===== config.mk =====
export PLATFORM = sky130hd
export DESIGN_NAME = fetch_stage
export DESIGN_NICKNAME = d
export VERILOG_FILES = /design/src/rtl/pipeline_pkg.sv /design/src/rtl/if_id_reg.sv /design/src/rtl/fetch_stage.sv
export SDC_FILE = /design/constraint.sdc
export NUM_CORES = 1
export LEC_CHECK = 0
export BUFFER_PORTS_ARGS = -buffer_cell sky130_fd_sc_hd__buf_2
export CAP_MARGIN = 20
export CORE_MARGIN = 2
export CORE_UTILIZATION = 50
export DETAILED_ROUTE_END_ITERATION = 6
export GPL_ROUTABILITY_DRIVEN = 0
export PLACE_DENSITY = 0.72
export SLEW_MARGIN = 20
export SYNTH_ARGS = -nofsm -noshare
export SYNTH_HDL_FRONTEND = slang
export SYNTH_HIERARCHICAL = 1
export SYNTH_SLANG_ARGS = --single-unit

===== constraint.sdc =====
create_clock -name clk -period 4.2 [get_ports clk]
set_input_delay 0.84 -clock clk [delete_from_list [all_inputs] [get_ports clk]]
set_output_delay 0.84 -clock clk [all_outputs]
set_load 0.02 [all_outputs]

===== src/rtl/pipeline_pkg.sv =====
// Shared pipeline types and constants for the RV32I core front end.
package pipeline_pkg;

  typedef enum logic [1:0] {
    IDLE = 2'd0,
    WAIT = 2'd1,
    DROP = 2'd2,
    HOLD = 2'd3
  } fetch_state_t;

  localparam logic [31:0] NOP_INSTR  = 32'h0000_0013;

  localparam logic [1:0]  PCSRC_SEQ  = 2'b00;
  localparam logic [1:0]  PCSRC_BR   = 2'b01;
  localparam logic [1:0]  PCSRC_JALR = 2'b10;

  function automatic logic [31:0] word_align(input logic [31:0] addr);
    return {addr[31:2], 2'b00};
  endfunction

endpackage


===== src/rtl/if_id_reg.sv =====
// IF/ID pipeline register: flush beats stall beats load; idle cycles insert a bubble.
module if_id_reg
  import pipeline_pkg::*;
(
  input  logic        clk,
  input  logic        rst_n,
  input  logic        flush,
  input  logic        stall,
  input  logic        load,
  input  logic [31:0] instr_in,
  input  logic [31:0] pc_in,
  output logic [31:0] instr,
  output logic [31:0] pc,
  output logic [31:0] pc_plus4,
  output logic        valid
);

  // Stage register update; PC fields are left alone by flushes and bubbles.
  always_ff @(posedge clk or negedge rst_n) begin
    if (!rst_n) begin
      instr    <= NOP_INSTR;
      pc       <= 32'h0;
      pc_plus4 <= 32'h0;
      valid    <= 1'b0;
    end else if (flush) begin
      instr <= NOP_INSTR;
      valid <= 1'b0;
    end else if (stall) begin
      instr <= instr;
    end else if (load) begin
      instr    <= instr_in;
      pc       <= pc_in;
      pc_plus4 <= pc_in + 32'd4;
      valid    <= 1'b1;
    end else begin
      instr <= NOP_INSTR;
      valid <= 1'b0;
    end
  end

endmodule


===== src/rtl/fetch_stage.sv =====
// Fetch stage: owns PCF, runs the imem req/ack handshake and feeds IF/ID.
//
// state | meaning
// IDLE  | ready; requests PCF unless StallFetch
// WAIT  | request for PCF outstanding, waiting for ack
// DROP  | squashed request for DropAddr outstanding; its data is discarded
// HOLD  | fetched word parked in skid entry while decode is stalled
module fetch_stage
  import pipeline_pkg::*;
#(
  parameter logic [31:0] RESET_PC = 32'h0000_0000
) (
  input  logic        clk,
  input  logic        rst_n,
  input  logic        StallFetch,
  input  logic        StallDecode,
  input  logic        FlushDecode,
  input  logic [1:0]  PCSrcE,
  input  logic [31:0] PCTargetE,
  input  logic [31:0] ALUResultE,
  output logic        ImemReq,
  output logic [31:0] ImemAddr,
  input  logic        ImemAck,
  input  logic [31:0] ImemRdata,
  output logic [31:0] InstrD,
  output logic [31:0] PCD,
  output logic [31:0] PCPlus4D,
  output logic        ValidD
);

  fetch_state_t state, state_nxt;
  logic [31:0]  pcf, pcf_nxt;
  logic [31:0]  drop_addr, drop_addr_nxt;
  logic [31:0]  skid_instr, skid_pc;
  logic         skid_load, ifid_load, deliver, req;
  logic [31:0]  ifid_instr_in, ifid_pc_in;
  logic         redirect;
  logic [31:0]  target;

  assign redirect = (PCSrcE != PCSRC_SEQ);
  // PCSrcE = 11 falls back to the branch target.
  assign target   = word_align((PCSrcE == PCSRC_JALR) ? ALUResultE : PCTargetE);

  // Next-state, handshake and IF/ID load selection.
  always_comb begin
    state_nxt     = state;
    pcf_nxt       = pcf;
    drop_addr_nxt = drop_addr;
    req           = 1'b0;
    ImemAddr      = pcf;
    skid_load     = 1'b0;
    ifid_load     = 1'b0;
    deliver       = 1'b0;
    ifid_instr_in = ImemRdata;
    ifid_pc_in    = pcf;
    case (state)
      IDLE: begin
        req = !StallFetch;
        if (redirect) begin
          pcf_nxt = target;
          // A request the memory has seen but not answered must still be drained.
          if (req && !ImemAck) begin
            drop_addr_nxt = pcf;
            state_nxt     = DROP;
          end
        end else if (req) begin
          if (ImemAck) deliver = 1'b1;
          else         state_nxt = WAIT;
        end
      end
      WAIT: begin
        req = 1'b1;
        if (redirect) begin
          pcf_nxt = target;
          if (ImemAck) begin
            state_nxt = IDLE;
          end else begin
            drop_addr_nxt = pcf;
            state_nxt     = DROP;
          end
        end else if (ImemAck) begin
          deliver   = 1'b1;
          state_nxt = IDLE;
        end
      end
      DROP: begin
        req      = 1'b1;
        ImemAddr = drop_addr;
        if (redirect) pcf_nxt = target;
        if (ImemAck)  state_nxt = IDLE;
      end
      HOLD: begin
        if (redirect || FlushDecode) begin
          if (redirect) pcf_nxt = target;
          state_nxt = IDLE;
        end else if (!StallDecode) begin
          ifid_load     = 1'b1;
          ifid_instr_in = skid_instr;
          ifid_pc_in    = skid_pc;
          state_nxt     = IDLE;
        end
      end
      default: state_nxt = IDLE;
    endcase
    if (deliver) begin
      pcf_nxt = pcf + 32'd4;
      if (!StallDecode) begin
        ifid_load = 1'b1;
      end else begin
        skid_load = 1'b1;
        state_nxt = HOLD;
      end
    end
  end

  assign ImemReq = req;

  // State, fetch PC, squashed address and skid entry.
  always_ff @(posedge clk or negedge rst_n) begin
    if (!rst_n) begin
      state      <= IDLE;
      pcf        <= RESET_PC;
      drop_addr  <= 32'h0;
      skid_instr <= NOP_INSTR;
      skid_pc    <= 32'h0;
    end else begin
      state     <= state_nxt;
      pcf       <= pcf_nxt;
      drop_addr <= drop_addr_nxt;
      if (skid_load) begin
        skid_instr <= ImemRdata;
        skid_pc    <= pcf;
      end
    end
  end

  if_id_reg u_if_id (
    .clk      (clk),
    .rst_n    (rst_n),
    .flush    (FlushDecode),
    .stall    (StallDecode),
    .load     (ifid_load),
    .instr_in (ifid_instr_in),
    .pc_in    (ifid_pc_in),
    .instr    (InstrD),
    .pc       (PCD),
    .pc_plus4 (PCPlus4D),
    .valid    (ValidD)
  );

endmodule

### After elaboration in Yosys (flattened, before gate mapping)

Cells that the tools add are included.

* eq/ne operators: 10
* bitwise operators: 2
* reductions and logical operators: 11
* add/subtract/negate cells: 2
* muxes and demuxes: 47

Operators with widths (number)
* $mux 32: 17
* $pmux 32 s2: 2
* $add 32x3->32 const B: 2
* $mux 2: 11
* $mux 1: 14
* $ne 2x2->1 const B: 4
* $pmux 2 s4: 1
* $eq 2x2->1 const B: 3
* $reduce_and 5->1: 1
* $pmux 1 s2: 2
* $reduce_bool 2->1: 2
* $ne 3x3->1 const B: 1
* $reduce_and 3->1: 1
* $reduce_or 3->1: 1
* $eq 2x1->1 const B: 1
* $logic_not 1->1: 2
* $logic_not 2->1: 1
* $ne 2x1->1 const B: 1
* $not 1->1: 2
* $reduce_or 2->1: 1
* $logic_and 1x1->1: 1
* $logic_or 1x1->1: 1

* word-level logic and storage cells: 81
* output and inout bits: 130
* register bits: 227
* input port bits: 104

### Depth between registers and ports, before layout

* depth after elaboration: 9
* gate-level depth with buffers: 14
* mapped depth without buffers: 10

### Hierarchy

The synthesis kept the hierarchy.

Modules (own cells, without submodules)
* fetch_stage: times used 1, seq. area each 3106.7 um2, cells an instance 585, area an instance 7194.4 um2
* if_id_reg: times used 1, seq. area each 2381.0 um2, cells an instance 395, area an instance 3986.3 um2

### Worst setup path before layout

No wires, ideal clock.

* path kind: input -> register
* from: input port PCSrcE[0]
* to: register u_if_id.pc_plus4[31]
* data arrival time: 3.337 ns
* required time: 4.129 ns
* library setup time: 0.071 ns
* setup slack: 0.793 ns
* stages: 13
* buffers on the path: 4
* cell sequence: buf_6 -> clkinv_2 -> nand2_2 -> or3_1 -> buf_2 -> buf_6 -> mux2_4 -> nand4_1 -> or3_1 -> buf_2 -> nand3b_4 -> or4_1 -> nand4_1

* elaborated cells between the ends (all ways): 13
* those cells by class: add/sub (1); mux (9); reduce/logical (3)

RTL lines
* from (decl): RTL line fetch_stage.sv:18 `input logic [1:0] PCSrcE,`
* $reduce_bool 2->1: RTL line fetch_stage.sv:40 `assign redirect = (PCSrcE != PCSRC_SEQ);`
* $logic_or 1x1->1: RTL line fetch_stage.sv:93 `if (redirect || FlushDecode) begin`
* $mux 32: RTL line fetch_stage.sv:93
* $mux 32: RTL line fetch_stage.sv:56 `case (state)`
* via ifid_pc_in[8]: RTL line fetch_stage.sv:36 `logic [31:0] ifid_instr_in, ifid_pc_in;`
* $add 32x3->32: RTL line if_id_reg.sv:33 `pc_plus4 <= pc_in + 32'd4;`
* to (signal assigned): RTL line if_id_reg.sv:33
* to (decl): RTL line if_id_reg.sv:14 `output logic [31:0] pc_plus4,`

The timed path passes the listed nets, and every way through them passes these cells.
A chain may end at the register's enable or synchronous reset.

### Final worst setup path

* from: register state[0]
* to: register u_if_id.pc_plus4[11]

* cells in the longest elaborated chain, start to end: 5
* elaborated cells between the ends (all ways): 10
* those cells by class: add/sub (1); eq/ne (2); mux (5); reduce/logical (2)

RTL lines
* from (decl): RTL line fetch_stage.sv:31 `fetch_state_t state, state_nxt;`
* from (signal assigned): RTL line fetch_stage.sv:127 `state <= state_nxt;`
* $eq 2x2->1: RTL line fetch_stage.sv:56
* $mux 1: RTL line fetch_stage.sv:56
* $mux 1: RTL line fetch_stage.sv:107 `if (!StallDecode) begin`
* $mux 1 *: RTL line fetch_stage.sv:105 `if (deliver) begin`
* via ifid_load: RTL line fetch_stage.sv:35 `logic skid_load, ifid_load, deliver, req;`
* $reduce_and 3->1 (no line) *

Mark *: on every way through the listed nets, which the timed path passes. The rest lies on a longest branch.

==> flow_metrics.env <==
export IMPL_tightest_slew_ps=898
export IMPL_postSynthRegisterBits=219
export IMPL_first_pass_iters=5
export IMPL_instances_no_fill=1484
export IMPL_relSlewSlack_pct=40.1
export IMPL_dp_cells=1438
export IMPL_dieArea_mm2=0.0236
export IMPL_drive_above_1_share_pct=39.9
export IMPL_path_clk_slew_ps=60
export IMPL_synth_area_leaders="dfrtp_1 48%, mux2_2 9.2%, mux2_4 8.1%"
export IMPL_synth_edff_count=0
export IMPL_rows=54
export IMPL_ys_flop_type="dfrtp_1"
export IMPL_antenna_found_initial=1
export IMPL_required_ps=4590
export IMPL_cts_tree="done"
export IMPL_rsz0062_at_grt="no"
export IMPL_grt_max_degree=120
export IMPL_final_nets=1295
export IMPL_syn_to_final_growth_pct=18.8
export IMPL_clock_path_buffers=3
export IMPL_path_buf_inv=3
export IMPL_synth_top_cell_by_area="dfrtp_1"
export IMPL_num_io_pins=234
export IMPL_worstPathArrival_ps=3550
export IMPL_cts_hold_buffers_added=0
export IMPL_holdCritPathClass="in2async"
export IMPL_yosysUniqueCellTypes=70
export IMPL_maxCapViolations=0
export IMPL_crit_type="reg2reg"
export IMPL_coreArea_mm2=0.0219
export IMPL_io_buffers=227
export IMPL_irDropWorstVdd_v=0.000326
export IMPL_cts_resized=0
export IMPL_wl_per_cell_um=17.9
export IMPL_fin_skew_ps=21.9
export IMPL_first_iter_violations=427
export IMPL_synth_most_common_cell="dfrtp_1"
export IMPL_wl_um=26500
export IMPL_pre_cts_ws_ps=564
export IMPL_critical_path_max_stage_delay_ps=580
export IMPL_cts_made_buffers=25
export IMPL_hold_slack_ps=399
export IMPL_clock_latency_ps=530
export IMPL_ant_nets=0
export IMPL_finalCritPeriodShare_pct=75.3
export IMPL_yosysSeqAreaShare_pct=49.1
export IMPL_cts_root_buf="clkbuf_16"
export IMPL_cp_end_kind="flop"
export IMPL_drv_slew=0
export IMPL_yosysTopAreaCellShare_pct=47.7
export IMPL_yosys_warnings=6
export IMPL_grt_pass1_vias=8218
export IMPL_dp_hpwl_um=18400
export IMPL_viasPerCell=5.51
export IMPL_postSynthCellCount=980
export IMPL_worst_slack_ps=1040
export IMPL_path_delay_family="compound AO/OA/AOI/OAI gates"
export IMPL_drc=0
export IMPL_vias=8181
export IMPL_synth_commonest_cells="213 x dfrtp_1, 154 x nand2_1, 91 x mux2_2"
export IMPL_fin_crit_ps=3160
export IMPL_maxClockFrequency_mhz=316
export IMPL_post_synth_cell_area_avg_um2=11.4
export IMPL_setup_viol=0
export IMPL_path_max_fanout=51
export IMPL_grt_pass1_wl_um=42900
export IMPL_p_leak_nw=6.54
export IMPL_initial_core_util_pct=51.1
export IMPL_finalPower_w=0.00723
export IMPL_crit_path_start_kind="flop"
export IMPL_die_width_um=154
export IMPL_overflow=0
export IMPL_cpMostUsedCell="buf_4"
export IMPL_fill_cells=1854
export IMPL_power_density_mw_per_mm2=544
export IMPL_grt_usage_pct=22.2
export IMPL_setup_tns_ps=0
export IMPL_post_cts_buffers=0
export IMPL_status="complete, no violations"
export IMPL_n_antenna_cell=0
export IMPL_hold_viol_final=0
export IMPL_clock_sinks=219
export IMPL_path_cells="inv_1, ha_1, nor2b_1, buf_4, o21ai_4, a211oi_1, or3b_4, buf_4, o21ai_0"
export IMPL_syn_area_mm2=0.0112
export IMPL_htreeDepth=1
export IMPL_async_flop_share_pct=100
export IMPL_die_y_um=154
export IMPL_cpMaxStageDelayCell="or3b_4"
## power breakdown
| part | leakage [nW] | internal, W | switching (W) |
|---|---|---|---|
| clock | 0.415 | 0.00128 | 0.000871 |
| sequential | 2.81 | 0.00273 | 0.000369 |
| combinational | 3.32 | 0.000889 | 0.00109 |
| total | 6.54 | 0.00489 | 0.00233 |
## flip-flops by register name, summed over array words and instances, names as in the netlist
| name | flops |
|---|---|
| state | 2 |
| u_if_id/instr | 32 |
| u_if_id/pc | 32 |
| u_if_id/valid | 1 |
| pcf | 30 |
| drop_addr | 30 |
| u_if_id/pc_plus4 | 30 |
| skid_instr | 32 |
| skid_pc | 30 |
## worst register-to-register path: cells and delay by family (launching register included)
kind / cells / cell delay [ps]
adder cells (fa/ha/maj): 1 / 240
AND/OR/NAND/NOR: 2 / 720
flip-flops: 1 / 390
AO/OA/AOI/OAI: 3 / 880
buffers and inverters: 3 / 780
## cell families after synthesis
kind of cell    synth area share (%)
compound gates                  9.64
simple gates                    12.6
fa+ha+maj                      0.671
flops                           49.1
buf+inv                         4.19
mux                             19.9
other cells                   0.0335
xor+xnor                        3.84
## cell type report
cell class / instances / area [um^2] / area share (%)
flip-flops and latches: 219 / 5490 / 41.3
multi-input cells: 677 / 5260 / 39.6
repair buffers: 245 / 1290 / 9.74
clock buffers: 34 / 729 / 5.49
well taps: 280 / 350 / 2.64
clock inverters: 12 / 95.1 / 0.716
inverters: 17 / 65.1 / 0.490
## path summary, 6_finish.rpt
path / from / end / slack, ps / cells past startpoint
min in group clk: u_if_id/pc[16] / u_if_id/pc[16] / 470 / 2
worst max-delay path: state[0] / u_if_id/pc_plus4[11] / 1040 / 9
worst min-delay path: rst_n / u_if_id/pc[0] / 400 / 1
max in group asynchronous: rst_n / skid_instr[25] / 2860 / 2
worst max register to register: state[0] / u_if_id/pc_plus4[11] / 1040 / 9
worst min register to register: u_if_id/pc[16] / u_if_id/pc[16] / 470 / 2
## layer usage
metal	global-route usage (%)	part of all wire (%)	vias up
met1	31.3	46	3967
met2	35.5	46	312
li1	-	-	3866
met3	3.52	6.2	36
met5	0	0	-
met4	6.68	2.3	0
## metrics by stage
stage	instance area, um^2	util [%]
global route	13300	60.7
finish	13300	60.7
detailed placement	12500	56.9
floorplan	11200	-
CTS	13300	60.7
global placement	12500	56.9
## placed cells by master, fill, tap and decap left out, types with 17 or more instances in the layout
cell type    n
xnor2_1     37
a22o_1      31
mux2_1      24
clkbuf_16   25
buf_2      226
nand3_1     25
nand2_1    154
a21oi_1     19
dfrtp_1    213
o21ai_0     58
mux2_4      60
nor2_1      19
mux2_2      91
buf_4       17
Note: power is estimated with default switching activity, not from simulation.
